--- src/rtl/barrel_shift_arbiter_if.sv ---
// Handshake bundle between two shift requesters, the result consumer and the arbiter.
// Latency: none, wires only.
// Backpressure: the ready signals carry it; data and amt hold while valid waits for ready.
interface barrel_shift_arbiter_if;
   logic        req0_valid;
   logic        req0_ready;
   logic [63:0] req0_data;
   logic [5:0]  req0_amt;
   logic        req1_valid;
   logic        req1_ready;
   logic [63:0] req1_data;
   logic [5:0]  req1_amt;
   logic        res_valid;
   logic        res_ready;
   logic [63:0] res_data;
   logic        res_id;

   // Requester/consumer side.
   modport master (
      output req0_valid, req0_data, req0_amt,
      output req1_valid, req1_data, req1_amt,
      output res_ready,
      input  req0_ready, req1_ready,
      input  res_valid, res_data, res_id
   );

   // Arbiter side.
   modport slave (
      input  req0_valid, req0_data, req0_amt,
      input  req1_valid, req1_data, req1_amt,
      input  res_ready,
      output req0_ready, req1_ready,
      output res_valid, res_data, res_id
   );
endinterface

--- src/rtl/barrel_shift_arbiter.sv ---
// Combinational 64-bit arithmetic right shifter, 0..31 positions.
// Latency: 0 cycles.
// Backpressure: none, pure logic.
module bsa_asr64 (
   input  logic [63:0] din,
   input  logic [4:0]  amt,
   output logic [63:0] dout
);
   assign dout = $signed(din) >>> amt;
endmodule

// Two-requester round-robin front end that time-shares one 0..31 shifter for 0..63 shifts.
// Latency: accept edge, then 1..3 shift passes; result valid after the last pass.
// Backpressure: result is held in DONE until res_ready; no new accept outside IDLE.
module barrel_shift_arbiter #(
   parameter bit RR_INIT = 1'b0
) (
   input  logic                      clk,
   input  logic                      rst,
   barrel_shift_arbiter_if.slave     bus
);
   typedef enum logic [1:0] {
      IDLE  = 2'd0,
      SHIFT = 2'd1,
      DONE  = 2'd2
   } state_t;

   state_t      state_q, state_d;
   logic [63:0] data_q, data_d;
   logic [5:0]  rem_q, rem_d;
   logic        id_q, id_d;
   logic        last_q, last_d;

   logic [4:0]  step;
   logic [5:0]  rem_next;
   logic [63:0] shift_out;
   logic        gnt;
   logic        ready0;
   logic        ready1;
   logic        res_vld;

   // Each pass takes at most 31 positions; anything left waits for the next pass.
   always_comb begin
      step     = (rem_q > 6'd31) ? 5'd31 : rem_q[4:0];
      rem_next = rem_q - {1'b0, step};
   end

   bsa_asr64 u_shifter (
      .din  (data_q),
      .amt  (step),
      .dout (shift_out)
   );

   // Next-state and handshake decode; ties go to the requester not served last.
   always_comb begin
      state_d = state_q;
      data_d  = data_q;
      rem_d   = rem_q;
      id_d    = id_q;
      last_d  = last_q;
      ready0  = 1'b0;
      ready1  = 1'b0;
      res_vld = 1'b0;
      gnt     = (bus.req0_valid && bus.req1_valid) ? ~last_q : bus.req1_valid;

      case (state_q)
         IDLE: begin
            // Readies are gated by rst so they read 0 while reset is held.
            ready0 = bus.req0_valid & ~gnt & ~rst;
            ready1 = bus.req1_valid &  gnt & ~rst;
            if (ready0 || ready1) begin
               data_d  = gnt ? bus.req1_data : bus.req0_data;
               rem_d   = gnt ? bus.req1_amt  : bus.req0_amt;
               id_d    = gnt;
               state_d = SHIFT;
            end
         end
         SHIFT: begin
            // amt 0 still passes through once with step 0.
            data_d = shift_out;
            rem_d  = rem_next;
            if (rem_next == 6'd0) begin
               state_d = DONE;
            end
         end
         DONE: begin
            res_vld = 1'b1;
            if (bus.res_ready) begin
               last_d  = id_q;
               state_d = IDLE;
            end
         end
         default: begin
            state_d = IDLE;
         end
      endcase
   end

   // State registers; reset discards any in-flight operation and restores priority.
   always_ff @(posedge clk or posedge rst) begin
      if (rst) begin
         state_q <= IDLE;
         data_q  <= 64'd0;
         rem_q   <= 6'd0;
         id_q    <= 1'b0;
         last_q  <= ~RR_INIT;
      end else begin
         state_q <= state_d;
         data_q  <= data_d;
         rem_q   <= rem_d;
         id_q    <= id_d;
         last_q  <= last_d;
      end
   end

   assign bus.req0_ready = ready0;
   assign bus.req1_ready = ready1;
   assign bus.res_valid  = res_vld;
   assign bus.res_data   = data_q;
   assign bus.res_id     = id_q;
endmodule

--- src/flat_wrapper.sv ---
// flat-port wrapper written by rule: the top's interface ports become plain ports
module barrel_shift_arbiter_flat 
#(
   parameter bit RR_INIT = 1'b0
)
  (clk, rst, bus_req0_valid, bus_req0_data, bus_req0_amt, bus_req1_valid, bus_req1_data, bus_req1_amt, bus_res_ready, bus_req0_ready, bus_req1_ready, bus_res_valid, bus_res_data, bus_res_id);
  barrel_shift_arbiter_if bus_i ();
  input  logic clk;
  input  logic rst;
  input wire logic [$bits(bus_i.req0_valid)-1:0] bus_req0_valid;
  input wire logic [$bits(bus_i.req0_data)-1:0] bus_req0_data;
  input wire logic [$bits(bus_i.req0_amt)-1:0] bus_req0_amt;
  input wire logic [$bits(bus_i.req1_valid)-1:0] bus_req1_valid;
  input wire logic [$bits(bus_i.req1_data)-1:0] bus_req1_data;
  input wire logic [$bits(bus_i.req1_amt)-1:0] bus_req1_amt;
  input wire logic [$bits(bus_i.res_ready)-1:0] bus_res_ready;
  output wire logic [$bits(bus_i.req0_ready)-1:0] bus_req0_ready;
  output wire logic [$bits(bus_i.req1_ready)-1:0] bus_req1_ready;
  output wire logic [$bits(bus_i.res_valid)-1:0] bus_res_valid;
  output wire logic [$bits(bus_i.res_data)-1:0] bus_res_data;
  output wire logic [$bits(bus_i.res_id)-1:0] bus_res_id;
  assign bus_i.req0_valid = bus_req0_valid;
  assign bus_i.req0_data = bus_req0_data;
  assign bus_i.req0_amt = bus_req0_amt;
  assign bus_i.req1_valid = bus_req1_valid;
  assign bus_i.req1_data = bus_req1_data;
  assign bus_i.req1_amt = bus_req1_amt;
  assign bus_i.res_ready = bus_res_ready;
  assign bus_req0_ready = bus_i.req0_ready;
  assign bus_req1_ready = bus_i.req1_ready;
  assign bus_res_valid = bus_i.res_valid;
  assign bus_res_data = bus_i.res_data;
  assign bus_res_id = bus_i.res_id;
  barrel_shift_arbiter #(.RR_INIT(RR_INIT)) u_core (.clk(clk), .rst(rst), .bus(bus_i));
endmodule
--- config.mk ---
export PLATFORM = sky130hd
export DESIGN_NAME = barrel_shift_arbiter_flat
export DESIGN_NICKNAME = d
export VERILOG_FILES = /design/src/rtl/barrel_shift_arbiter_if.sv /design/src/rtl/barrel_shift_arbiter.sv /design/src/flat_wrapper.sv
export SDC_FILE = /design/constraint.sdc
export NUM_CORES = 1
export LEC_CHECK = 0
export ABC_CLOCK_PERIOD_IN_PS = 5100
export BUFFER_PORTS_ARGS = -buffer_cell sky130_fd_sc_hd__buf_2
export CAP_MARGIN = 5
export CELL_PAD_IN_SITES_DETAIL_PLACEMENT = 1
export CELL_PAD_IN_SITES_GLOBAL_PLACEMENT = 2
export CORE_ASPECT_RATIO = 1.75
export CORE_UTILIZATION = 34
export CTS_BUF_LIST = sky130_fd_sc_hd__clkbuf_2
export CTS_CLUSTER_SIZE = 10
export DETAILED_ROUTE_END_ITERATION = 16
export PLACE_DENSITY_LB_ADDON = 0.1
export SETUP_SLACK_MARGIN = 0.1
export SLEW_MARGIN = 5
export SYNTH_ARGS = -nofsm -noshare
export SYNTH_HDL_FRONTEND = slang
export SYNTH_SLANG_ARGS = --single-unit
--- constraint.sdc ---
create_clock -name clk -period 5.1 [get_ports clk]
set_clock_uncertainty 0.1 [all_clocks]
set_input_delay 1.02 -clock clk [delete_from_list [all_inputs] [get_ports clk]]
set_output_delay 1.02 -clock clk [all_outputs]
set_load 0.01 [all_outputs]
==> results.json <==
{
  "setup_viol": 0,
  "coreArea_sq_um": 24700,
  "grt_overflow": 0,
  "synthFlopType": "dfrtp_1",
  "setup_tns_ps": 0,
  "area_growth_pct": 15.3,
  "final_layout_size_suffix_gt1_frac": 0.258,
  "htreeDepth": 3,
  "clk_pin_slew_ps": 290,
  "hold_viol": 0,
  "synthArstFlopShare": 1.00,
  "multi_input_area_sq_um": 6190,
  "cts_tree": "done",
  "vias": 10553,
  "dpl.hpwl_um": 35800,
  "synth_warnings": 0,
  "first_pass_iters": 6,
  "critPathLaunchType": "flop",
  "ctsHoldBuffers": 0,
  "io_pins": 213,
  "grt_pass1_vias": 10646,
  "totalWireLength_um": 47200,
  "fmax_mhz": 277,
  "io_buffers": 212,
  "reg2reg_from": "u_core.rem_q[0]",
  "worst-r2r-setup-slack_ps": 1490,
  "syn_area_sq_um": 8600,
  "synth_edf_count": 0,
  "drt_iter0_markers": 1049,
  "grt_pass1_wl_um": 69300,
  "die_y_um": 212,
  "worstHoldPathType": "input port to asynchronous set/reset pin",
  "gp_congestion": 0.984,
  "initial_core_util": 0.348,
  "antenna_found_initial": 1,
  "rsz0062_at_grt": "no",
  "design.die.area_sq_um": 26000,
  "period_share": 0.709,
  "ctsRootBufferMaster": "clkbuf_2",
  "cts.sinks": 74,
  "worst_pin_slew_ps": 1090,
  "ys_ff_latch": 74,
  "num_rows": 76,
  "nNetsFinal": 1406,
  "cts_buffers": 9,
  "maxSlewViolCount": 0,
  "wl_per_cell_um": 29.9,
  "r2r-end": "u_core.bus.res_data[18]",
  "cap_violations": 0,
  "syn_inst": 1116,
  "fin_crit_ps": 3610,
  "nFillCells": 3180,
  "reg2regPathDepth": 6,
  "grt_max_degree": 55,
  "cts_setup_buffers": 0,
  "synth.distinct_cells": 85,
  "drcViolationCount": 0,
  "grt_util_all_layers": 0.368,
  "clockBufferDepth": 2,
  "die_w_um": 122,
  "yosysSeqAreaShare": 0.215,
  "criticalPathCategory": "flop to flop",
  "cp.arrival_ps": 4030,
  "vias_per_cell": 6.69,
  "clk-insertion-delay-late_ps": 710,
  "detail-route-antenna-nets": 0,
  "outcome": "complete, no violations",
  "post_cts_resized": 0,
  "avgSynthCellArea_sq_um": 7.71,
  "syn-num-nets": 1262,
  "final-seq-area_sq_um": 1860,
  "crit_path_max_fanout": 54,
  "cp-end-kind": "flop",
  "relSlewSlack": 0.270,
  "worstPathRequired_ps": 5520
}
## how the worst max path moves through the flow
stage                                         end            start  slack, ps
final                     u_core.bus.res_data[18]  u_core.rem_q[0]       1490
after global routing      u_core.bus.res_data[44]  u_core.rem_q[5]       1430
after floorplan                    bus_req1_ready   bus_req1_valid       1800
after detailed placement  u_core.bus.res_data[18]  u_core.rem_q[0]       1740
after CTS                 u_core.bus.res_data[18]  u_core.rem_q[0]       1650
after global placement    u_core.bus.res_data[18]  u_core.rem_q[0]       1780
## stage by stage
stage	hold WS, ps	std cells	util	worst slack, ps	cell area (sq um)
finish	228	1578	0.401	1490	9920
global route	262	1578	0.401	1430	9920
CTS	230	1577	0.401	1650	9920
detailed placement	418	1561	0.397	1740	9800
global placement	404	1561	0.397	1780	9800
floorplan	363	1116	-	1800	8600
## worst max-delay path, stage by stage (launching register included)
cell	delay, ps
dfrtp_4	970
clkinv_1	870
o22ai_1	410
nand2_1	100
nand2_1	110
a2bb2oi_1	580
o221ai_1	240
## cell families after synthesis
family	after synthesis	synth area share
multiplexers	142	0.182
AND/OR/NAND/NOR	353	0.191
XOR/XNOR	2	0.00204
adder cells (fa/ha/maj)	1	0.00145
AO/OA/AOI/OAI	421	0.337
flip-flops	74	0.215
buffers and inverters	123	0.0711
## sequential cells by signal, indices dropped and copies added (netlist names)
register	cells
u_core.bus.res_id	1
u_core.bus.res_data	64
u_core.state_q	2
u_core.rem_q	6
u_core.last_q	1
## synthesized netlist by cell type, types with 9 or more instances
cell type  count  share of area
a211oi_1      22          0.019
a21oi_1       92          0.054
a221o_1        9          0.010
a221oi_1      14          0.014
a22o_1         9         0.0092
a22oi_1       17          0.015
a31oi_1       16          0.012
buf_2         30          0.017
buf_4          9         0.0079
buf_6          9          0.012
clkbuf_1      52          0.023
dfrtp_1       73           0.21
inv_1         11         0.0048
mux2_2        24          0.031
mux2i_1      108           0.13
nand2_1      137          0.060
nand3_1        9         0.0052
nor2_1        83          0.036
nor2b_1        9         0.0065
nor3_1        52          0.030
o211ai_1      18          0.016
o21ai_0       65          0.038
o221ai_1      22          0.022
o22ai_1       46          0.033
## layer usage
metal  GRT usage  wire (um)
met5           0          0
met4       0.250       3110
met3      0.0579       3330
met2       0.586      22300
met1       0.449      18400
## area by class of cell
type	instances	area share
flip-flops and latches	74	0.187
diodes	1	0.000252
repair buffers	242	0.132
clock buffers	9	0.00454
well taps	312	0.0393
multi-input cells	919	0.624
inverters	14	0.00530
clock inverters	7	0.00694
## layout by cell type, fill, tap and decap left out, types with 8 or more instances in the layout
cell type  synthesis  routed
a2bb2oi_1          8       8
nor2b_1            9       8
buf_2             30     212
mux2i_1          108     108
nand2_1          137     137
o221ai_1          22      22
a22o_1             9       9
o22ai_1           46      46
o211ai_1          18      18
a21oi_1           92      92
buf_4              9      28
a31oi_1           16      15
inv_1             11      10
a22oi_1           17      17
mux2_2            24      24
mux4_2             8       8
nor2_1            83      83
dfrtp_1           73      71
a211oi_1          22      22
clkbuf_2           0       9
a221o_1            9       9
o21ai_0           65      65
nor3_1            52      52
nand4_1            8       8
a221oi_1          14      14
nand3_1            9       9
Power is left out: the tool's default activity adds up to more than one toggle a clock period on the data nets, which glitch-free logic cannot reach.
